## src/rtl/ib_ram_page_loader.sv

```systemverilog
// ib_ram_page_loader: packs BANK_INTERLEAVE_NUM incoming IB-LUT pages into one
// IB-RAM row word and writes it with an active-low strobe at incrementing page
// addresses. The bank field is always 0, placed in the MSBs (type 0) or the
// LSBs (type 1) of the SRAM address.
// Optional feature: define IB_RAM_LOADER_WRAP_ERR_EN to turn a page-address
// wrap into an error (write suppressed, err_o set). Without it the address
// wraps modulo PAGE_NUM and err_o is tied low.
//
// state | meaning
// IDLE  | waiting for start_i
// FILL  | accepting pages into the pack register
// WRITE | single-cycle write strobe of the packed row
// DONE  | one-cycle completion pulse
module ib_ram_page_loader #(
  parameter int BANK_INTERLEAVE_TYPE = 0,
  parameter int BANK_INTERLEAVE_NUM  = 2,
  parameter int ADDR_WIDTH           = 6,
  parameter int BANK_ADDR_WIDTH      = $clog2(BANK_INTERLEAVE_NUM),
  parameter int PAGE_ADDR_WIDTH      = ADDR_WIDTH - BANK_ADDR_WIDTH,
  parameter int PAGE_SIZE            = 4,
  parameter int WDATA_SIZE           = PAGE_SIZE * BANK_INTERLEAVE_NUM,
  parameter int PAGE_NUM             = 32
) (
  input  logic                       sys_clk,
  input  logic                       rst,
  input  logic                       start_i,
  input  logic [PAGE_ADDR_WIDTH-1:0] base_page_i,
  input  logic [PAGE_ADDR_WIDTH-1:0] row_cnt_i,
  input  logic [PAGE_SIZE-1:0]       page_data_i,
  input  logic                       page_valid_i,
  output logic                       page_ready_o,
  output logic [WDATA_SIZE-1:0]      wdata_o,
  output logic [ADDR_WIDTH-1:0]      access_addr_o,
  output logic                       wen_n_o,
  output logic                       busy_o,
  output logic                       done_o,
  output logic                       err_o
);

  typedef enum logic [1:0] {S_IDLE, S_FILL, S_WRITE, S_DONE} state_t;

  localparam logic [BANK_ADDR_WIDTH-1:0] LANE_LAST  = BANK_ADDR_WIDTH'(BANK_INTERLEAVE_NUM - 1);
  localparam logic [BANK_ADDR_WIDTH-1:0] BANK_ZERO  = '0;
  localparam logic [PAGE_ADDR_WIDTH:0]   PAGE_NUM_L = (PAGE_ADDR_WIDTH + 1)'(PAGE_NUM);

  state_t state, state_next;

  logic [PAGE_ADDR_WIDTH-1:0] base_q, cnt_q, row_q;
  logic [BANK_ADDR_WIDTH-1:0] lane_q;
  logic [WDATA_SIZE-1:0]      pack_q, pack_next;
  logic                       accept, last_lane, overflow;
  logic [PAGE_ADDR_WIDTH:0]   sum;
  logic [PAGE_ADDR_WIDTH-1:0] page_addr;
  logic [ADDR_WIDTH-1:0]      addr_next;

  // page_ready_o is a registered copy of (state == FILL), so it doubles as the
  // FILL qualifier for the handshake.
  assign accept    = page_valid_i & page_ready_o;
  assign last_lane = (lane_q == LANE_LAST);

  // base and row are both below PAGE_NUM, so one conditional subtract wraps.
  assign sum       = {1'b0, base_q} + {1'b0, row_q};
  assign page_addr = (sum >= PAGE_NUM_L) ? PAGE_ADDR_WIDTH'(sum - PAGE_NUM_L)
                                         : sum[PAGE_ADDR_WIDTH-1:0];
  assign addr_next = (BANK_INTERLEAVE_TYPE == 0) ? {BANK_ZERO, page_addr}
                                                 : {page_addr, BANK_ZERO};

`ifdef IB_RAM_LOADER_WRAP_ERR_EN
  assign overflow = (sum >= PAGE_NUM_L);
`else
  assign overflow = 1'b0;
`endif

  // Pack register with the page being accepted this cycle merged in, so the
  // row word is complete on the WRITE-entry edge.
  always_comb begin
    pack_next = pack_q;
    if (accept) pack_next[lane_q*PAGE_SIZE +: PAGE_SIZE] = page_data_i;
  end

  // State register.
  always_ff @(posedge sys_clk or posedge rst) begin
    if (rst) state <= S_IDLE;
    else     state <= state_next;
  end

  // Next-state logic.
  always_comb begin
    state_next = state;
    case (state)
      S_IDLE:  if (start_i) state_next = S_FILL;
      S_FILL:  if (accept && last_lane) state_next = overflow ? S_DONE : S_WRITE;
      S_WRITE: state_next = (row_q == cnt_q) ? S_DONE : S_FILL;
      S_DONE:  state_next = S_IDLE;
      default: state_next = S_IDLE;
    endcase
  end

  // Load parameters, lane/row counters and the pack register.
  always_ff @(posedge sys_clk or posedge rst) begin
    if (rst) begin
      base_q <= '0;
      cnt_q  <= '0;
      row_q  <= '0;
      lane_q <= '0;
      pack_q <= '0;
    end else begin
      if (state == S_IDLE && start_i) begin
        base_q <= base_page_i;
        cnt_q  <= row_cnt_i;
        row_q  <= '0;
        lane_q <= '0;
        pack_q <= '0;
      end else if (accept) begin
        pack_q <= pack_next;
        lane_q <= last_lane ? '0 : lane_q + 1'b1;
      end else if (state == S_WRITE && row_q != cnt_q) begin
        row_q  <= row_q + 1'b1;
        lane_q <= '0;
      end
    end
  end

  // Registered outputs, derived from the upcoming state; write data and
  // address only change on WRITE entry and hold afterwards.
  always_ff @(posedge sys_clk or posedge rst) begin
    if (rst) begin
      page_ready_o  <= 1'b0;
      busy_o        <= 1'b0;
      done_o        <= 1'b0;
      wen_n_o       <= 1'b1;
      wdata_o       <= '0;
      access_addr_o <= '0;
    end else begin
      page_ready_o <= (state_next == S_FILL);
      busy_o       <= (state_next != S_IDLE);
      done_o       <= (state_next == S_DONE);
      wen_n_o      <= (state_next != S_WRITE);
      if (state == S_FILL && state_next == S_WRITE) begin
        wdata_o       <= pack_next;
        access_addr_o <= addr_next;
      end
    end
  end

`ifdef IB_RAM_LOADER_WRAP_ERR_EN
  // Sticky wrap error, cleared by the next accepted start.
  always_ff @(posedge sys_clk or posedge rst) begin
    if (rst)                                    err_o <= 1'b0;
    else if (state == S_IDLE && start_i)        err_o <= 1'b0;
    else if (state == S_FILL && accept && last_lane && overflow) err_o <= 1'b1;
  end
`else
  assign err_o = 1'b0;
`endif

endmodule

```

## config.mk

```make
export PLATFORM = sky130hd
export DESIGN_NAME = ib_ram_page_loader
export DESIGN_NICKNAME = d
export VERILOG_FILES = /design/src/rtl/ib_ram_page_loader.sv
export SDC_FILE = /design/constraint.sdc
export NUM_CORES = 1
export LEC_CHECK = 0
export BUFFER_PORTS_ARGS = -buffer_cell sky130_fd_sc_hd__buf_2
export CORE_MARGIN = 10
export CORE_UTILIZATION = 54
export DETAILED_ROUTE_END_ITERATION = 7
export PLACE_DENSITY = 0.78
export RECOVER_POWER = 25
export SLEW_MARGIN = 20
export SYNTH_ARGS = -nofsm -noshare
export SYNTH_HDL_FRONTEND = slang
export SYNTH_SLANG_ARGS = --single-unit
```

## constraint.sdc

```tcl
create_clock -name sys_clk -period 2 [get_ports sys_clk]
set_input_delay 0.2 -clock sys_clk [delete_from_list [all_inputs] [get_ports sys_clk]]
set_output_delay 0.2 -clock sys_clk [all_outputs]
set_load 0.02 [all_outputs]
```

==> flow_summary.toml <==
[placed_design]
dp.cells = 268
pre_cts_slack_ps = 223
portBuffers = 34
gp_congestion = 0.776
dp_hpwl_mm = 2.87

[synth]
ys.flop_type = "dfrtp_1"
synthCells = 190
synth_area_leaders = "dfrtp_1, nand2_1, mux2i_1, nor2_1, xnor2_1"
synth-edff-count = 0
synth_top_area_share_pct = 52.5
avgSynthCellArea_sq_um = 10.5
ys_types = 34
yosys_warnings = 0
ys_seq_elements = 43
yosys-top-cells-count = "dfrtp_1, nand2_1, nor2_1"
synth_top_area_cell = "dfrtp_1"
async_reset_ff_share_pct = 100
synth_most_common_cell = "dfrtp_1"
syn_area_sq_um = 2000
ys_seq_area_share_pct = 53.8

[route]
drt_wl_total_mm = 3.80
num_vias = 1401
drcViolationCount = 0
drtIter0Drc = 74
vias_per_cell = 5.08
dr.pass1.iters = 4
wire_per_inst_um = 13.8
ant_nets = 0

[floorplan]
start_util_pct = 55.1
die_w_um = 80.9
io_pins = 37
placementRows = 22
floorplan.die_area_sq_um = 6540
die_h_um = 80.9
core_sq_um = 3630

[global_route]
busiest_layer = "met2"
overflow = 0
gr-usage-all-layers_pct = 12.9
grt_max_degree = 44
antenna_found_initial = 0
grt_pass1_vias = 1471
globalRouteMet2Util_pct = 21.3
grtUsageMet3_pct = 4.53
grt_pass1_wl_mm = 6.68
use_met1_pct = 14.8

[power_and_ir_drop]
power_frac_seq_pct = 41.7
swShare_pct = 37.9
vdd_drop_max_mv = 0.893
p_clk_share_pct = 19.8
p_int_mw = 2.16
p_per_area_nw_per_um2 = 1500
switchingPower_mw = 1.31
p_leak_nw = 1.18
power_frac_comb_pct = 38.5

[layout]
antenna_cells = 0
final_cell_count_no_fill = 276
final_util_pct = 63.8
area_growth_syn_to_layout_pct = 15.9
drive_gt1_share_pct = 27.2
final_nets = 251

[sta]
finClkSkew_ps = 5.99
period_share_pct = 88.8
max_slew_margin_pct = 32.9
max_freq_mhz = 563
finalCriticalPeriod_ps = 1780
worst_slack_ps = 225
setup_violations = 0
rsz0062_at_grt = "false"
final_hold_viol_count = 0
worstMarginPinSlew_ps = 1010
totalNegativeSetupSlack_ps = 0
slew_viol_final = 0

[clock_network]
cts_buffers = 5
postCtsSetupBuffers = 0
clkSlewWorstSetupHoldPaths_ps = 80
cts-root-buf = "clkbuf_8"
cts.htree.levels = 2
cts_sinks = 43
clk_latency_ps = 290
cts_tree = "yes"
cts_resized = 0
clk_path_buf_depth = 2
cts.hold.buffers_added = 0

[min_path]
min_from = "row_cnt_i[2]"
hold_class = "primary input to flip-flop"

[worst_setup_path]
crit_start = "row_q[0]$_DFFE_PP0P_"
worstReg2RegStart = "row_q[0]$_DFFE_PP0P_"
critPathArrivalTime_ps = 1950
path_class = "flip-flop to flip-flop"
end_kind = "flip-flop"
worstPathRequired_ps = 2180
critPathMaxFanout = 6
cp-start-kind = "flip-flop"

[outcome]
outcome = "completed"

[run]
cap_violations = 0
==> cell usage in the layout, fill, tap and decap left out <==
cell / n
xnor2_1: 10
and3_1: 1
fa_1: 1
bufinv_16: 1
mux2_2: 3
buf_2: 34
nand3_4: 1
o21ai_0: 3
nor3b_1: 2
ha_1: 5
clkbuf_2: 1
nor2_1: 24
a21oi_1: 8
buf_4: 3
mux2i_1: 12
nor3b_4: 1
nor2b_1: 1
o21ai_2: 1
nand3_1: 4
dfstp_2: 1
o2111a_1: 1
dfrtp_1: 42
a21o_1: 2
nand2_1: 37
a21oi_2: 6
o31ai_1: 1
o21ai_1: 1
nor3_1: 4
conb_1: 2
nand2_2: 1
clkbuf_8: 6
nor3b_2: 1
inv_1: 4
nand2b_1: 1
or2_2: 1
clkinv_2: 1
==> final timing paths <==
| path | to | slack, ps | depth (start not counted) |
|---|---|---|---|
| worst min-delay path | cnt_q[2]$_DFFE_PP0P_ | 90 | 3 |
| min in group asynchronous | base_q[3]$_DFFE_PP0P_ | 200 | 3 |
| worst min register to register | base_q[0]$_DFFE_PP0P_ | 500 | 2 |
| worst max register to register | access_addr_o[4]$_DFFE_PP0P_ | 220 | 6 |
| worst max-delay path | access_addr_o[4]$_DFFE_PP0P_ | 220 | 6 |
| max in group asynchronous | state[0]$_DFF_PP0_ | 1160 | 3 |
==> flip-flops by register name, indices dropped and copies added, names as in the netlist <==
| signal | flops |
|---|---|
| done_o | 1 |
| pack_q | 8 |
| state | 2 |
| base_q | 5 |
| wdata_o | 8 |
| busy_o | 1 |
| row_q | 5 |
| lane_q | 1 |
| page_ready_o | 1 |
| cnt_q | 5 |
| wen_n_o | 1 |
| access_addr_o | 5 |
==> critical path, stage by stage, from the launching register on <==
cell	delay [ps]
dfrtp_1	440
ha_1	230
fa_1	410
a21o_1	170
a21oi_1	180
xnor2_1	150
a21oi_2	80
==> power groups by stage <==
stage | Clock [mW] | Combinational (mW) | Sequential [mW]
after floorplan | 0 | 0.840 | 1.60
after global placement | 0 | 1.33 | 1.45
after detailed placement | 0 | 1.35 | 1.46
after CTS | 0.701 | 1.36 | 1.45
after global routing | 0.741 | 1.50 | 1.49
final | 0.688 | 1.34 | 1.45
==> logic make-up after synthesis <==
group / Yosys count / share of synthesized area (%)
flip-flops: 43 / 53.8
adder cells (fa/ha/maj): 6 / 4.13
buffers and inverters: 13 / 3.81
AO/OA/AOI/OAI: 23 / 7.75
other: 1 / 0.187
multiplexers: 15 / 7.69
AND/OR/NAND/NOR: 79 / 18.2
XOR/XNOR: 10 / 4.38
==> layer usage <==
metal	vias up	wire [um]
met2	27	1850
met3	6	201
met1	664	1670
met4	0	71
li1	704	-
met5	-	0
==> stage by stage <==
stage,area (sq um),hold WS (ps),power [mW]
after CTS,2320,47.7,3.51
after global placement,2200,355,2.77
after floorplan,2000,305,2.44
after detailed placement,2200,365,2.81
after global routing,2320,90.9,3.73
final,2320,92.6,3.47
==> layout make-up <==
cell class | count | area, sq um
Fill cell | 320 | 1320
Sequential cell | 43 | 1080
Multi-Input combinational cell | 135 | 851
Timing Repair Buffer | 38 | 198
Clock buffer | 6 | 82.6
Tap cell | 48 | 60.1
Clock inverter | 2 | 35.0
Inverter | 4 | 15.0
Power figures use the tool's default switching activity.
